## config.mk

```make
export PLATFORM = sky130hd
export DESIGN_NAME = sprite_pixel_fetch
export DESIGN_NICKNAME = d
export VERILOG_FILES = /design/src/rtl/sprite_pixel_fetch.sv
export SDC_FILE = /design/constraint.sdc
export NUM_CORES = 1
export LEC_CHECK = 0
export ABC_AREA = 1
export CAP_MARGIN = 20
export CORE_ASPECT_RATIO = 0.8
export CORE_MARGIN = 2
export CORE_UTILIZATION = 25
export DETAILED_ROUTE_END_ITERATION = 16
export GPL_TIMING_DRIVEN = 0
export PLACE_DENSITY = 0.49
export SYNTH_ARGS = -nofsm -noshare
export SYNTH_HDL_FRONTEND = slang
export SYNTH_SLANG_ARGS = --single-unit
export TNS_END_PERCENT = 10
```

## constraint.sdc

```tcl
create_clock -name VGA_CLK -period 1.9 [get_ports VGA_CLK]
set_input_delay 0.38 -clock VGA_CLK [delete_from_list [all_inputs] [get_ports VGA_CLK]]
set_output_delay 0.38 -clock VGA_CLK [all_outputs]
set_load 0.1 [all_outputs]
```

## src/rtl/sprite_pixel_fetch.sv

```systemverilog
// Per-pixel sprite compositor: frame-shadowed positions, 3-stage ROM fetch, priority and
// player-collision flag. Define SPRITE_FLIP_EN to build per-sprite horizontal mirroring.
module sprite_pixel_fetch #(
  parameter int NUM_SPRITES = 4,
  parameter int SPR_W       = 32,
  parameter int SPR_H       = 32,
  parameter int ADDR_W      = 10
) (
  input  logic                          VGA_CLK,
  input  logic                          Reset_n,
  input  logic                          VGA_VS,
  input  logic [9:0]                    DrawX,
  input  logic [9:0]                    DrawY,
  input  logic [NUM_SPRITES*10-1:0]     spr_x,
  input  logic [NUM_SPRITES*10-1:0]     spr_y,
  input  logic [NUM_SPRITES-1:0]        spr_en,
  input  logic [NUM_SPRITES-1:0]        spr_flip,
  output logic [NUM_SPRITES*ADDR_W-1:0] rom_addr,
  input  logic [NUM_SPRITES*4-1:0]      rom_data,
  output logic [3:0]                    sprite_data,
  output logic                          collide
);

  localparam int XB = $clog2(SPR_W);
  localparam int YB = $clog2(SPR_H);
  localparam logic [10:0] W_LIM = 11'(SPR_W);
  localparam logic [10:0] H_LIM = 11'(SPR_H);

  logic                   vs_q;
  logic                   fs;
  logic [9:0]             sh_x [NUM_SPRITES];
  logic [9:0]             sh_y [NUM_SPRITES];
  logic [NUM_SPRITES-1:0] sh_en;
`ifdef SPRITE_FLIP_EN
  localparam logic [XB-1:0] X_MAX = XB'(SPR_W - 1);
  logic [NUM_SPRITES-1:0] sh_flip;
`else
  logic unused_flip;
  assign unused_flip = ^spr_flip;
`endif

  logic [10:0]            x11, y11;
  logic                   on_screen;
  logic [10:0]            dx_c [NUM_SPRITES];
  logic [10:0]            dy_c [NUM_SPRITES];
  logic [XB-1:0]          xa_c [NUM_SPRITES];
  logic [ADDR_W-1:0]      addr_c [NUM_SPRITES];
  logic [NUM_SPRITES-1:0] hit_c;
  logic [NUM_SPRITES-1:0] hit1, hit2;

  logic [3:0]             pix [NUM_SPRITES];
  logic [3:0]             sel;
  logic                   others;
  logic                   ovl;
  logic                   acc;

  // Frame start is the falling edge of VS; positions are latched only then so a
  // mid-frame move by game logic never tears the image.
  assign fs = vs_q & ~VGA_VS;

  always_ff @(posedge VGA_CLK or negedge Reset_n) begin
    if (!Reset_n) begin
      vs_q  <= 1'b1;
      sh_en <= '0;
      for (int i = 0; i < NUM_SPRITES; i++) begin
        sh_x[i] <= '0;
        sh_y[i] <= '0;
      end
`ifdef SPRITE_FLIP_EN
      sh_flip <= '0;
`endif
    end else begin
      vs_q <= VGA_VS;
      if (fs) begin
        sh_en <= spr_en;
        for (int i = 0; i < NUM_SPRITES; i++) begin
          sh_x[i] <= spr_x[i*10 +: 10];
          sh_y[i] <= spr_y[i*10 +: 10];
        end
`ifdef SPRITE_FLIP_EN
        sh_flip <= spr_flip;
`endif
      end
    end
  end

  assign x11       = {1'b0, DrawX};
  assign y11       = {1'b0, DrawY};
  assign on_screen = (DrawX < 10'd640) && (DrawY < 10'd480);

  // 11-bit offsets plus the explicit >= tests keep sprites near the right edge from
  // wrapping around to X = 0.
  always_comb begin
    hit_c = '0;
    for (int i = 0; i < NUM_SPRITES; i++) begin
      dx_c[i]  = x11 - {1'b0, sh_x[i]};
      dy_c[i]  = y11 - {1'b0, sh_y[i]};
      hit_c[i] = sh_en[i] && on_screen &&
                 (x11 >= {1'b0, sh_x[i]}) && (dx_c[i] < W_LIM) &&
                 (y11 >= {1'b0, sh_y[i]}) && (dy_c[i] < H_LIM);
      xa_c[i]  = dx_c[i][XB-1:0];
`ifdef SPRITE_FLIP_EN
      if (sh_flip[i]) xa_c[i] = X_MAX - dx_c[i][XB-1:0];
`endif
      addr_c[i] = hit_c[i] ? {dy_c[i][YB-1:0], xa_c[i]} : '0;
    end
  end

  always_ff @(posedge VGA_CLK or negedge Reset_n) begin
    if (!Reset_n) begin
      hit1     <= '0;
      hit2     <= '0;
      rom_addr <= '0;
    end else begin
      hit1 <= hit_c;
      hit2 <= hit1;
      for (int i = 0; i < NUM_SPRITES; i++) begin
        rom_addr[i*ADDR_W +: ADDR_W] <= addr_c[i];
      end
    end
  end

  // Scanning from lowest priority upward lets sprite 0 overwrite; ROM index 0 is
  // transparent so it never claims the pixel.
  always_comb begin
    sel    = 4'd0;
    others = 1'b0;
    for (int i = NUM_SPRITES - 1; i >= 0; i--) begin
      pix[i] = hit2[i] ? rom_data[i*4 +: 4] : 4'd0;
      if (pix[i] != 4'd0) sel = pix[i];
      if ((i > 0) && (pix[i] != 4'd0)) others = 1'b1;
    end
  end

  assign ovl = (pix[0] != 4'd0) && others;

  // An overlap landing on the fs cycle still belongs to the frame being reported.
  always_ff @(posedge VGA_CLK or negedge Reset_n) begin
    if (!Reset_n) begin
      sprite_data <= 4'd0;
      acc         <= 1'b0;
      collide     <= 1'b0;
    end else begin
      sprite_data <= sel;
      if (fs) begin
        collide <= acc | ovl;
        acc     <= 1'b0;
      end else begin
        acc <= acc | ovl;
      end
    end
  end

endmodule

```

* Word-level counts from Yosys, hierarchy flattened
Cells that the tools add are included.
Storage, ports and cells: output and inout port bits 45, bits in registers 139, logic and storage cells 87, input port bits 127
Operators by class: order comparisons 18, bitwise gates (word level) 3, $add $sub $neg 8, muxes and demuxes 16, reductions and logical operators 26
Operators with widths (number):
- $lt 11x6->1 const B | 8
- $sub 10x10->11 | 8
- $ge 10x10->1 | 8
- $mux 10 | 4
- $mux 4 | 8
- $logic_and 1x1->1 | 22
- $reduce_bool 4->1 | 4
- $lt 10x10->1 const B | 1
- $lt 10x9->1 const B | 1
- $mux 1 | 4
- $and 1x1->1 | 1
- $not 1->1 | 1
- $or 1x1->1 | 1

* Logic depth before layout (Yosys ltp)
depth after elaboration 8, gate-level depth with buffers 17, gate-level depth less buffers 16

* Least setup slack after synthesis
OpenSTA, ideal clock, no wires.
kind input to register, start point in DrawY[0], end point reg rom_addr[0], arrival 2.039 ns, stages on the path 16, required time 1.831 ns, path buffers 1, library setup time 0.069 ns, path slack -0.208 ns, path through inv_1 -> ha_1 -> inv_1 -> fa_1 -> nand2_1 -> nand2_1 -> nand3_1 -> nand2_1 -> nand2_1 -> nand2_1 -> nor2_1 -> nand3_1 -> nor2_2 -> nand3_2 -> buf_6 -> nor2_2
RTL lines:
- start, declared | RTL line 13 | input logic [9:0] DrawY,
- end signal, assigned by index | RTL line 118 | rom_addr[i*ADDR_W +: ADDR_W] <= addr_c[i];
- end, declared | RTL line 18 | output logic [NUM_SPRITES*ADDR_W-1:0] rom_addr,

==> results by group <==
Worst setup path
  • Crit path capture type: flop
  • Crit path DAT: 2.51 ns
  • Critical path's largest stage delay: 0.49 ns
  • Critical Path Source: DrawY[3]
  • Cells along the critical path: dlygate4sd2_1 > ha_1 > or2_1 > nand3_2 > nand2_1 > nand2_1 > nand2_1 > nor2_1 > nand2_1 > nor2_2 > nand3_2 > buf_8 > nor3_4
  • CP max FO: 5
  • Worst R2R End: rom_addr[37]
  • Worst R2R Path Depth: 13
  • FF-to-FF setup slack: -0.26 ns
  • CP max-delay cell: dlygate4sd2_1
  • Critical Path Start Type: input pin
  • CP most frequent cell: nand2_1
  • Req. time, crit path: between 2 and 2.5 ns
  • Class of the most critical setup path: input pin to flop
  • FF-to-FF Start: sh_x[0]

GRT
  • All-layer global routing usage: 16.1%
  • Initial antenna violation count: 1
  • Global route hottest layer: met2
  • Met2 usage: 26.8%
  • Vias in the first global route: 9012
  • Gr ovfl total: 0
  • First-pass GRT wire length: 49500 um
  • Met1 Usage GRT: roughly 22%
  • Met3 usage: 2.80%
  • Largest net degree at the start of global routing: 90

Cells and area
  • Cell Count, Final, Fillers Out: 2053
  • Final core utilization: 34.6%
  • Layout area overhead: 37.0%
  • Commonest cells after routing, fill and taps aside: 419 x nand2_1, 234 x inv_1, 138 x dfrtp_1
  • Share of cells above drive strength 1: 15.9%
  • Commonest non-fill, non-tap cell in the layout: nand2_1
  • Filler cells: 4099
  • Layout Nets: 1759

Power
  • Maximum VDD drop: 0.497 mV
  • Leakage power: 6.60 nW
  • Power consumption: 10.4 mW
  • PwrDens: 788 nW/um2

Placement
  • Dpl hpwl: 24800 um
  • Placed Cells: between 2000 and 2500
  • Placer congestion estimate: 0.850
  • I/O Buffers: 167
  • Worst slack at placement: -1.41 ns

Timing
  • Final number of setup-violating endpoints: 44
  • Unrepaired setup endpoints after global routing: true
  • Final worst path period need: 2.17 ns
  • Worst Tran Pin Value: between 0.8 and 0.9 ns
  • Fin Clk Skew: 0.00949 ns
  • Slew HR: 41.1%
  • Period utilisation layout: 114%
  • Final Slew Violations: 0
  • Final WS setup: -0.268 ns
  • Final hold vios: 0
  • Peak Freq: 461 MHz

Clock network
  • Clock Latency Late Sink: 0.43 ns
  • Number of clock sinks: 139
  • CTS tree: built
  • # H-tree levels: 4
  • Clock tree buffer depth: 2
  • Clock-pin slew on the worst setup and hold paths: approximately 0.060 ns
  • CTS root buffer: clkbuf_16
  • Cts bufs inserted: 17

Yosys
  • Cells after Synth: 1347
  • Synth Area in Simple Gates: 30.1%
  • Synth Area in Compound Gates: 8.41%
  • Register area share after synthesis: 36.1%
  • Synth Area in Adders: 12.0%
  • Nets in the synthesized netlist: ~1600
  • Top-area cell type share of the netlist area: between 30% and 40%
  • Ys Warns: 0
  • Dominant synthesized flop cell: dfrtp_1
  • Distinct cells, synth: 36
  • Largest family of logic cells by synthesized area: simple AND/OR/NAND/NOR gates
  • Multiplexer share of the synthesized area: 0%
  • Post-synthesis sequential element count: 139
  • Cell area after synthesis: approximately 9600 um2
  • Async set-reset flop share out of synthesis: 100%
  • Post-synth top area cell: dfrtp_1
  • XOR/XNOR share of the synthesized area: under 10%
  • Synth area leaders: dfrtp_1 36%, nand2_1 17%, ha_1 10%
  • Avg Inst Size Synth: 7.16 um2
  • EDFF count, synth: 0

Die
  • Die H: 180 um
  • Die area: roughly 40000 um2
  • Die Wd: 224 um
  • IO Count: 172
  • Initial Util: 25.3%
  • Core Region: around 38000 um2
  • Site Rows: 64

Detailed routing
  • Drt total wl: 31600 um
  • Via count: 8839
  • Initial DRC count: 432
  • DR vias/cell: ~4.3
  • DR pass1 iterations: 4
  • Post-route ant nets: 0
  • DRC viols: 0
  • Wire length per cell: about 15 um

Flow run
  • # Max-Cap Violations: 0

Worst hold path
  • Hold path depth: 0
  • Worst Min Path Start: hit1[2]
  • Type of the worst min-delay path: flop to flop
  • Hold Path Sink: hit2[2]

Status
  • Outcome: complete, but fails checks
  • Failing checks: negative setup slack
repair_timing:
| action | CTS | global route |
|---|---|---|
| setup buffers | 6 | 1 |
| hold buffers | 1 | 0 |
| gates cloned | 2 | 0 |
| gates resized for setup | 237 | 37 |
| pin swaps | 11 | 10 |
| endpoints found under the setup margin | 174 | 80 |
| endpoints found under the hold margin | 50 | 0 |
sequential cells by signal, indices dropped and copies added (netlist names), 4 cells and up:
register	cells
rom_addr	40
sh_x	40
sh_y	40
hit1	4
hit2	4
sh_en	4
sprite_data	4
Yosys cell counts (2+ instances only):
| library cell | n |
|---|---|
| fa_1 | 8 |
| buf_6 | 5 |
| nand2_2 | 5 |
| o41ai_1 | 2 |
| nand3_1 | 78 |
| a41oi_1 | 2 |
| nand2_1 | 428 |
| nor3_1 | 6 |
| ha_1 | 80 |
| xor2_1 | 14 |
| buf_2 | 8 |
| o21ai_0 | 82 |
| nand4_1 | 13 |
| a21oi_1 | 40 |
| a21oi_2 | 2 |
| a21o_1 | 2 |
| xnor2_1 | 12 |
| nor2_2 | 36 |
| clkbuf_1 | 10 |
| o21bai_1 | 9 |
| inv_1 | 245 |
| nor3_2 | 9 |
| or2_1 | 5 |
| o22ai_1 | 4 |
| nor2_1 | 83 |
| nand3b_1 | 7 |
| nand3_2 | 4 |
| dfrtp_1 | 138 |
| a31oi_1 | 3 |
critical path, delay by kind of cell:
family,cells,cell delay (ns)
adder cells (fa/ha/maj),1,0.36
buffers and inverters,2,0.68
AND/OR/NAND/NOR,10,1.09
kinds of logic after synthesis:
logic type,Yosys count
compound gates,149
simple gates,676
xor+xnor,26
buf+inv,269
flops,139
fa+ha+maj,88
how the worst max path moves through the flow:
stage	endpoint	slack, ns	cells past startpoint
global route	rom_addr[20]	-0.42	15
global placement	rom_addr[8]	-5.65	1
detailed placement	hit1[1]	-1.41	12
CTS	rom_addr[10]	-0.29	15
floorplan	rom_addr[28]	-0.07	16
finish	rom_addr[37]	-0.27	13
where the power goes:
group | internal (mW) | switching [mW] | total, mW
sequential | 3.19 | 0.0686 | 3.25
clock | 2.07 | 1.49 | 3.55
combinational | 1.39 | 2.21 | 3.60
per-layer routing:
| layer | vias to the layer above | part of all wire [%] |
|---|---|---|
| li1 | 4589 | - |
| met1 | 4074 | 49 |
| met2 | 155 | 46 |
| met3 | 21 | 3.7 |
| met4 | 0 | 1.1 |
| met5 | - | 0 |
area by class of cell:
cell class / count / area [um2] / share of cell area [%]
clock buffers: 17 / 425 / 3.22
clock inverters: 15 / 175 / 1.33
repair buffers: 178 / 1840 / 13.9
inverters: 246 / 941 / 7.12
diodes: 1 / 2.50 / 0.0189
multi-input cells: 939 / 5560 / 42.1
plain buffers: 23 / 163 / 1.23
flip-flops and latches: 139 / 3480 / 26.3
well taps: 495 / 619 / 4.69
metrics by stage:
stage	hold slack [ns]	instance area, um2	TNS, ns
CTS	0.350	13100	-10.18
finish	0.347	13200	-9.47
global route	0.364	13200	-16.32
detailed placement	0.336	12000	-122.55
global placement	0.334	12000	-899.44
floorplan	0.0844	9710	-1.69
(Power assumes the default switching activity.)
